File: src/rtl/network_pkg.sv
// Shared definitions between the network controller and the flash read responder,
// so both sides agree on word/byte widths and the flash response window.
package network_pkg;

    localparam int BYTE_W          = 8;
    localparam int WORD_W          = 16;
    localparam int ADDR_W          = 16;
    localparam int MEM_ADDR_W      = ADDR_W + 1;
    localparam int LAT_CNT_W       = 4;
    localparam int LATENCY_MAX_DEF = 11;

    typedef enum logic [2:0] {
        ST_IDLE,
        ST_LO_RD,
        ST_LO_WAIT,
        ST_HI_RD,
        ST_HI_WAIT,
        ST_DONE
    } flash_state_t;

    // Byte address of one half of a 16-bit word; the even byte is the low byte.
    function automatic logic [MEM_ADDR_W-1:0] byte_addr(input logic [ADDR_W-1:0] word_addr,
                                                        input logic              hi_byte);
        return {word_addr, hi_byte};
    endfunction

endpackage

File: src/rtl/flex_counter.sv
// Clearable, enable-gated up counter that wraps at a programmable value and
// flags when it sits on that value.
module flex_counter #(
    parameter int NUM_CNT_BITS = 8
) (
    input  logic                    clk,
    input  logic                    rst,
    input  logic                    clear,
    input  logic                    count_enable,
    input  logic [NUM_CNT_BITS-1:0] rollover_val,
    output logic                    rollover_flag
);

    logic [NUM_CNT_BITS-1:0] count;

    always_ff @(posedge clk or posedge rst) begin
        if (rst) begin
            count <= '0;
        end else if (clear) begin
            count <= '0;
        end else if (count_enable) begin
            if (count == rollover_val) begin
                count <= '0;
            end else begin
                count <= count + 1'b1;
            end
        end
    end

    assign rollover_flag = (count == rollover_val);

endmodule

File: src/rtl/flash_read_responder.sv
// Serves 16-bit flash word reads as two byte beats on an 8-bit wait-stated memory
// bus, caches the last address served and flags fetches that overrun the window.
//
//   state      | meaning
//   -----------+-------------------------------------------------------------
//   ST_IDLE    | waiting for a request to an address other than the cached one
//   ST_LO_RD   | one-cycle read strobe for the even (low) byte
//   ST_LO_WAIT | wait states for the low byte; captured on the last one
//   ST_HI_RD   | one-cycle read strobe for the odd (high) byte
//   ST_HI_WAIT | wait states for the high byte; word registered on the last one
//   ST_DONE    | flash_valid strobe, cache updated
module flash_read_responder
    import network_pkg::*;
#(
    parameter int WAIT_CYCLES = 2,
    parameter int LATENCY_MAX = LATENCY_MAX_DEF
) (
    input  logic                  clk,
    input  logic                  rst,
    input  logic                  flash_ready,
    input  logic [ADDR_W-1:0]     flash_address,
    output logic [WORD_W-1:0]     flashData_out,
    output logic                  flash_valid,
    output logic [MEM_ADDR_W-1:0] mem_addr,
    output logic                  mem_rd,
    input  logic [BYTE_W-1:0]     mem_rdata,
    input  logic                  mem_wait,
    output logic                  late_err
);

    localparam int                 WAIT_CNT_W = 8;
    localparam logic [WAIT_CNT_W-1:0] WAIT_LAST = WAIT_CNT_W'(WAIT_CYCLES - 1);
    localparam logic [LAT_CNT_W-1:0]  LAT_LIM   = LAT_CNT_W'(LATENCY_MAX);
    localparam logic [LAT_CNT_W-1:0]  LAT_SAT   = '1;

    flash_state_t         state;
    flash_state_t         next_state;
    logic [ADDR_W-1:0]    req_addr;
    logic [ADDR_W-1:0]    cache_addr;
    logic                 cache_valid;
    logic [BYTE_W-1:0]    lo_buf;
    logic [LAT_CNT_W-1:0] lat_cnt;
    logic                 request;
    logic                 in_wait;
    logic                 wait_flag;
    logic                 wait_done;

    assign request   = flash_ready && (!cache_valid || (flash_address != cache_addr));
    assign in_wait   = (state == ST_LO_WAIT) || (state == ST_HI_WAIT);
    assign wait_done = wait_flag && !mem_wait;

    flex_counter #(
        .NUM_CNT_BITS(WAIT_CNT_W)
    ) u_wait_cnt (
        .clk          (clk),
        .rst          (rst),
        .clear        (!in_wait),
        .count_enable (in_wait && !mem_wait),
        .rollover_val (WAIT_LAST),
        .rollover_flag(wait_flag)
    );

    always_ff @(posedge clk or posedge rst) begin
        if (rst) begin
            state <= ST_IDLE;
        end else begin
            state <= next_state;
        end
    end

    always_comb begin
        next_state = state;
        case (state)
            ST_IDLE:    if (request)   next_state = ST_LO_RD;
            ST_LO_RD:                  next_state = ST_LO_WAIT;
            ST_LO_WAIT: if (wait_done) next_state = ST_HI_RD;
            ST_HI_RD:                  next_state = ST_HI_WAIT;
            ST_HI_WAIT: if (wait_done) next_state = ST_DONE;
            ST_DONE:                   next_state = ST_IDLE;
            default:                   next_state = ST_IDLE;
        endcase
    end

    always_comb begin
        mem_rd      = 1'b0;
        flash_valid = 1'b0;
        mem_addr    = '0;
        case (state)
            ST_LO_RD: begin
                mem_rd   = 1'b1;
                mem_addr = byte_addr(req_addr, 1'b0);
            end
            ST_LO_WAIT: mem_addr = byte_addr(req_addr, 1'b0);
            ST_HI_RD: begin
                mem_rd   = 1'b1;
                mem_addr = byte_addr(req_addr, 1'b1);
            end
            ST_HI_WAIT: mem_addr = byte_addr(req_addr, 1'b1);
            ST_DONE:    flash_valid = 1'b1;
            default:    ;
        endcase
    end

    always_ff @(posedge clk or posedge rst) begin
        if (rst) begin
            req_addr      <= '0;
            cache_addr    <= '0;
            cache_valid   <= 1'b0;
            lo_buf        <= '0;
            flashData_out <= '0;
            lat_cnt       <= '0;
            late_err      <= 1'b0;
        end else begin
            if (state == ST_IDLE) begin
                if (request) begin
                    req_addr <= flash_address;
                    lat_cnt  <= '0;
                end
            end else begin
                if (lat_cnt != LAT_SAT) begin
                    lat_cnt <= lat_cnt + 1'b1;
                end
                // lat_cnt trails the request cycle number by one
                if (lat_cnt >= LAT_LIM) begin
                    late_err <= 1'b1;
                end
            end
            if ((state == ST_LO_WAIT) && wait_done) begin
                lo_buf <= mem_rdata;
            end
            if ((state == ST_HI_WAIT) && wait_done) begin
                flashData_out <= {mem_rdata, lo_buf};
            end
            if (state == ST_DONE) begin
                cache_addr  <= req_addr;
                cache_valid <= 1'b1;
            end
        end
    end

endmodule

File: config.mk
export PLATFORM = sky130hd
export DESIGN_NAME = flash_read_responder
export DESIGN_NICKNAME = d
export VERILOG_FILES = /design/src/rtl/network_pkg.sv /design/src/rtl/flex_counter.sv /design/src/rtl/flash_read_responder.sv
export SDC_FILE = /design/constraint.sdc
export NUM_CORES = 1
export LEC_CHECK = 0
export ABC_CLOCK_PERIOD_IN_PS = 4800
export BUFFER_PORTS_ARGS = -buffer_cell sky130_fd_sc_hd__buf_4
export CAP_MARGIN = 20
export CORE_MARGIN = 5
export CORE_UTILIZATION = 30
export CTS_BUF_LIST = sky130_fd_sc_hd__clkbuf_4 sky130_fd_sc_hd__clkbuf_8 sky130_fd_sc_hd__clkbuf_16
export CTS_CLUSTER_DIAMETER = 60
export DETAILED_ROUTE_END_ITERATION = 7
export PLACE_DENSITY_LB_ADDON = 0.1
export SYNTH_ARGS = -nofsm -noshare
export SYNTH_HDL_FRONTEND = slang
export SYNTH_SLANG_ARGS = --single-unit
File: constraint.sdc
create_clock -name clk -period 4.8 [get_ports clk]
set_input_delay 0.24 -clock clk [delete_from_list [all_inputs] [get_ports clk]]
set_output_delay 0.24 -clock clk [all_outputs]
set_load 0.005 [all_outputs]
==> impl_metrics.py <==
metrics = {
    "placement": {
        "dp.cells": 479,
        "portBuffers": 63,
        "hpwlAfterDp_mm": 4.76,
        "place_congestion": 0.703,
        "dpl_cell_area_sq_um": 3910,
        "place_ws_ns": 2.08,
    },
    "grt": {
        "grt-ovfl-total": 0,
        "grt_pass1_wl_mm": 11.8,
        "grt_usage": 0.114,
        "grt_max_degree": 74,
        "antenna_found_initial": 0,
        "grt_pass1_vias": 2287,
    },
    "sta": {
        "worst_pin_slew_ns": 0.953,
        "whs_ns": 0.147,
        "rsz0062_at_grt": "no",
        "relSlewSlack": 0.365,
        "fin_skew_ns": 0.00742,
        "fin_tns_setup_ns": 0,
        "setup_ws_ns": 2.23,
        "fmax_ghz": 0.389,
        "slew_viol_final": 0,
        "hold_violations": 0,
        "min_period_over_period": 0.536,
        "fin_crit_ns": 2.57,
        "setup_viol": 0,
    },
    "synth": {
        "syn_nets": 316,
        "ys_async_sr_fraction": 1.00,
        "synth_area_leaders": "dfrtp_1, mux2_2, nand2_1",
        "synth_area_sq_um": 3300,
        "synth-seq-cells": 73,
        "synth_edf_count": 0,
        "synth_top_area_frac": 0.554,
        "synthCells": 285,
        "yosysWarnings": 0,
        "synth_common_cells": "dfrtp_1, nand2_1, mux2_2",
        "yosys.area.top_type": "dfrtp_1",
        "ys_seq_area_frac": 0.554,
        "netlist-cell-type-count": 37,
        "syn_avg_cell_area_sq_um": 11.6,
        "yosysMostFrequentCell": "dfrtp_1",
        "ys.flop_type": "dfrtp_1",
    },
    "hold_path": {
        "min_path_type": "input port to flop",
        "hold_start": "mem_rdata[2]",
        "hold_depth": 2,
    },
    "routing": {
        "antenna_left": 0,
        "vias_per_cell": 4.47,
        "wirelength_mm": 7.08,
        "post_drt_wl_per_cell_um": 14.3,
        "dr.pass1.iters": 4,
        "drtIter0Drc": 110,
        "vias": 2215,
        "drc": 0,
    },
    "floorplanning": {
        "coreArea_sq_um": 10800,
        "row_count": 38,
        "die_area_sq_um": 13200,
        "io_pins": 64,
        "fp.dieW_um": 115,
        "die_h_um": 115,
        "start_util": 0.305,
    },
    "setup_path": {
        "cp-start-kind": "flop",
        "r2r_cells": 6,
        "arrival_ns": 2.80,
        "crit_fanout": 11,
        "worstSetupPathType": "flop to flop",
        "r2r_start": "cache_addr[6]",
        "worst_setup_path_end_kind": "flop",
        "required_ns": 5.02,
        "slowest_delay_ns": 0.74,
        "critPathLaunch": "cache_addr[6]",
        "path_cells": "xor2_1 > nor4_1 > nand4_1 > o211ai_1 > buf_4 > mux2_2",
        "crit_path_top_delay_cell": "o211ai_1",
    },
    "clock_network": {
        "ctsHoldBuffers": 0,
        "post_cts_buffers": 0,
        "numClockSinks": 73,
        "clk_pin_slew_worst_paths_ns": 0.08,
        "cts_tree": "done",
        "clock_latency_ns": 0.34,
        "cts_max_level": 3,
        "cts_inserted_buffers": 9,
        "ctsResizeCount": 0,
        "cts_buffer_depth": 2,
        "clock-root-buffer": "clkbuf_8",
    },
    "power": {
        "pwr-share-seq": 0.414,
        "power.switching_uw": 803,
        "clkPwrFrac": 0.194,
        "ir_worst_vdd_uv": 211,
        "p_per_area_nw_per_um2": 614,
        "p_sw_frac": 0.319,
        "p_int_mw": 1.72,
        "combinationalPowerShare": 0.391,
        "total_power_mw": 2.52,
        "p_leak_nw": 2.02,
    },
    "run_status": {
        "outcome": "complete, no violations",
    },
    "layout": {
        "n_antenna_cell": 0,
        "drive_gt1_frac": 0.366,
        "layoutNonFillerInstCount": 495,
        "final_area_sq_um": 4110,
        "finalCoreUtilization": 0.380,
        "nets": 381,
        "synthToLayoutAreaGrowth_pct": 24.6,
    },
    "flow_run": {
        "drv_cap": 0,
    },
}
per-layer routing:
metal  GRT usage  up-vias  share of wire
met2       0.189       59           0.47
met5           0        -              0
met4      0.0250        0          0.010
li1            -     1076              -
met3      0.0395        6          0.068
met1       0.143     1074           0.45
path summary, 6_finish.rpt:
kind	slack (ns)	to
max reg2reg	2.23	req_addr[11]
min in group asynchronous	0.19	flashData_out[10]
min	0.15	lo_buf[2]
max in group asynchronous	3.99	cache_addr[14]
min reg2reg	0.47	cache_valid
max	2.23	req_addr[11]
cells in the final DEF, fill, tap and decap left out, types with 2 or more instances in the layout:
cell	n
nand2b_1	2
mux2_2	33
o21ai_0	5
o2111ai_1	2
clkbuf_4	3
a21oi_1	4
clkinv_2	2
buf_4	66
and2_1	20
nand2_1	54
mux2_4	8
dfrtp_1	73
ha_1	3
inv_1	2
nand3b_1	3
nand4_1	2
nor2_1	13
xnor2_1	8
xor2_1	16
nor4_1	4
nand3_1	2
clkbuf_8	10
or2_2	3
worst max-delay path, delay by kind of cell, from the launching register on:
kind	cells	cell delay, ns
AO/OA/AOI/OAI	1	0.74
flip-flops	1	0.39
multiplexers	1	0.35
buffers and inverters	1	0.35
AND/OR/NAND/NOR	2	0.49
XOR/XNOR	1	0.15
power groups by stage:
stage                     combinational (mW)  clock, mW  sequential (mW)
after global routing                    1.11      0.538             1.08
after CTS                               1.02      0.513             1.05
after detailed placement                1.01          0             1.06
after floorplan                        0.618          0             1.00
final                                  0.987      0.489             1.04
after global placement                  1.01          0             1.06
state kept, by name (all words and copies together), names as in the netlist:
name / count
cache_addr: 16
flashData_out: 16
lo_buf: 8
req_addr: 16
cache_valid: 1
lat_cnt: 4
u_wait_cnt.count: 8
late_err: 1
state: 3
layout make-up:
class	count	area [sq um]
Fill cell	1082	6690
Sequential cell	73	1830
Multi-Input combinational cell	196	1390
Timing Repair Buffer	66	495
Tap cell	140	175
Clock buffer	13	160
Clock inverter	3	40.0
Inverter	4	15.0
cell families after synthesis:
logic type	synth area share
simple gates	0.167
flops	0.554
mux	0.149
xor+xnor	0.0638
compound gates	0.0315
buf+inv	0.0231
fa+ha+maj	0.0114
No activity file was read; power rests on OpenSTA's default activity.
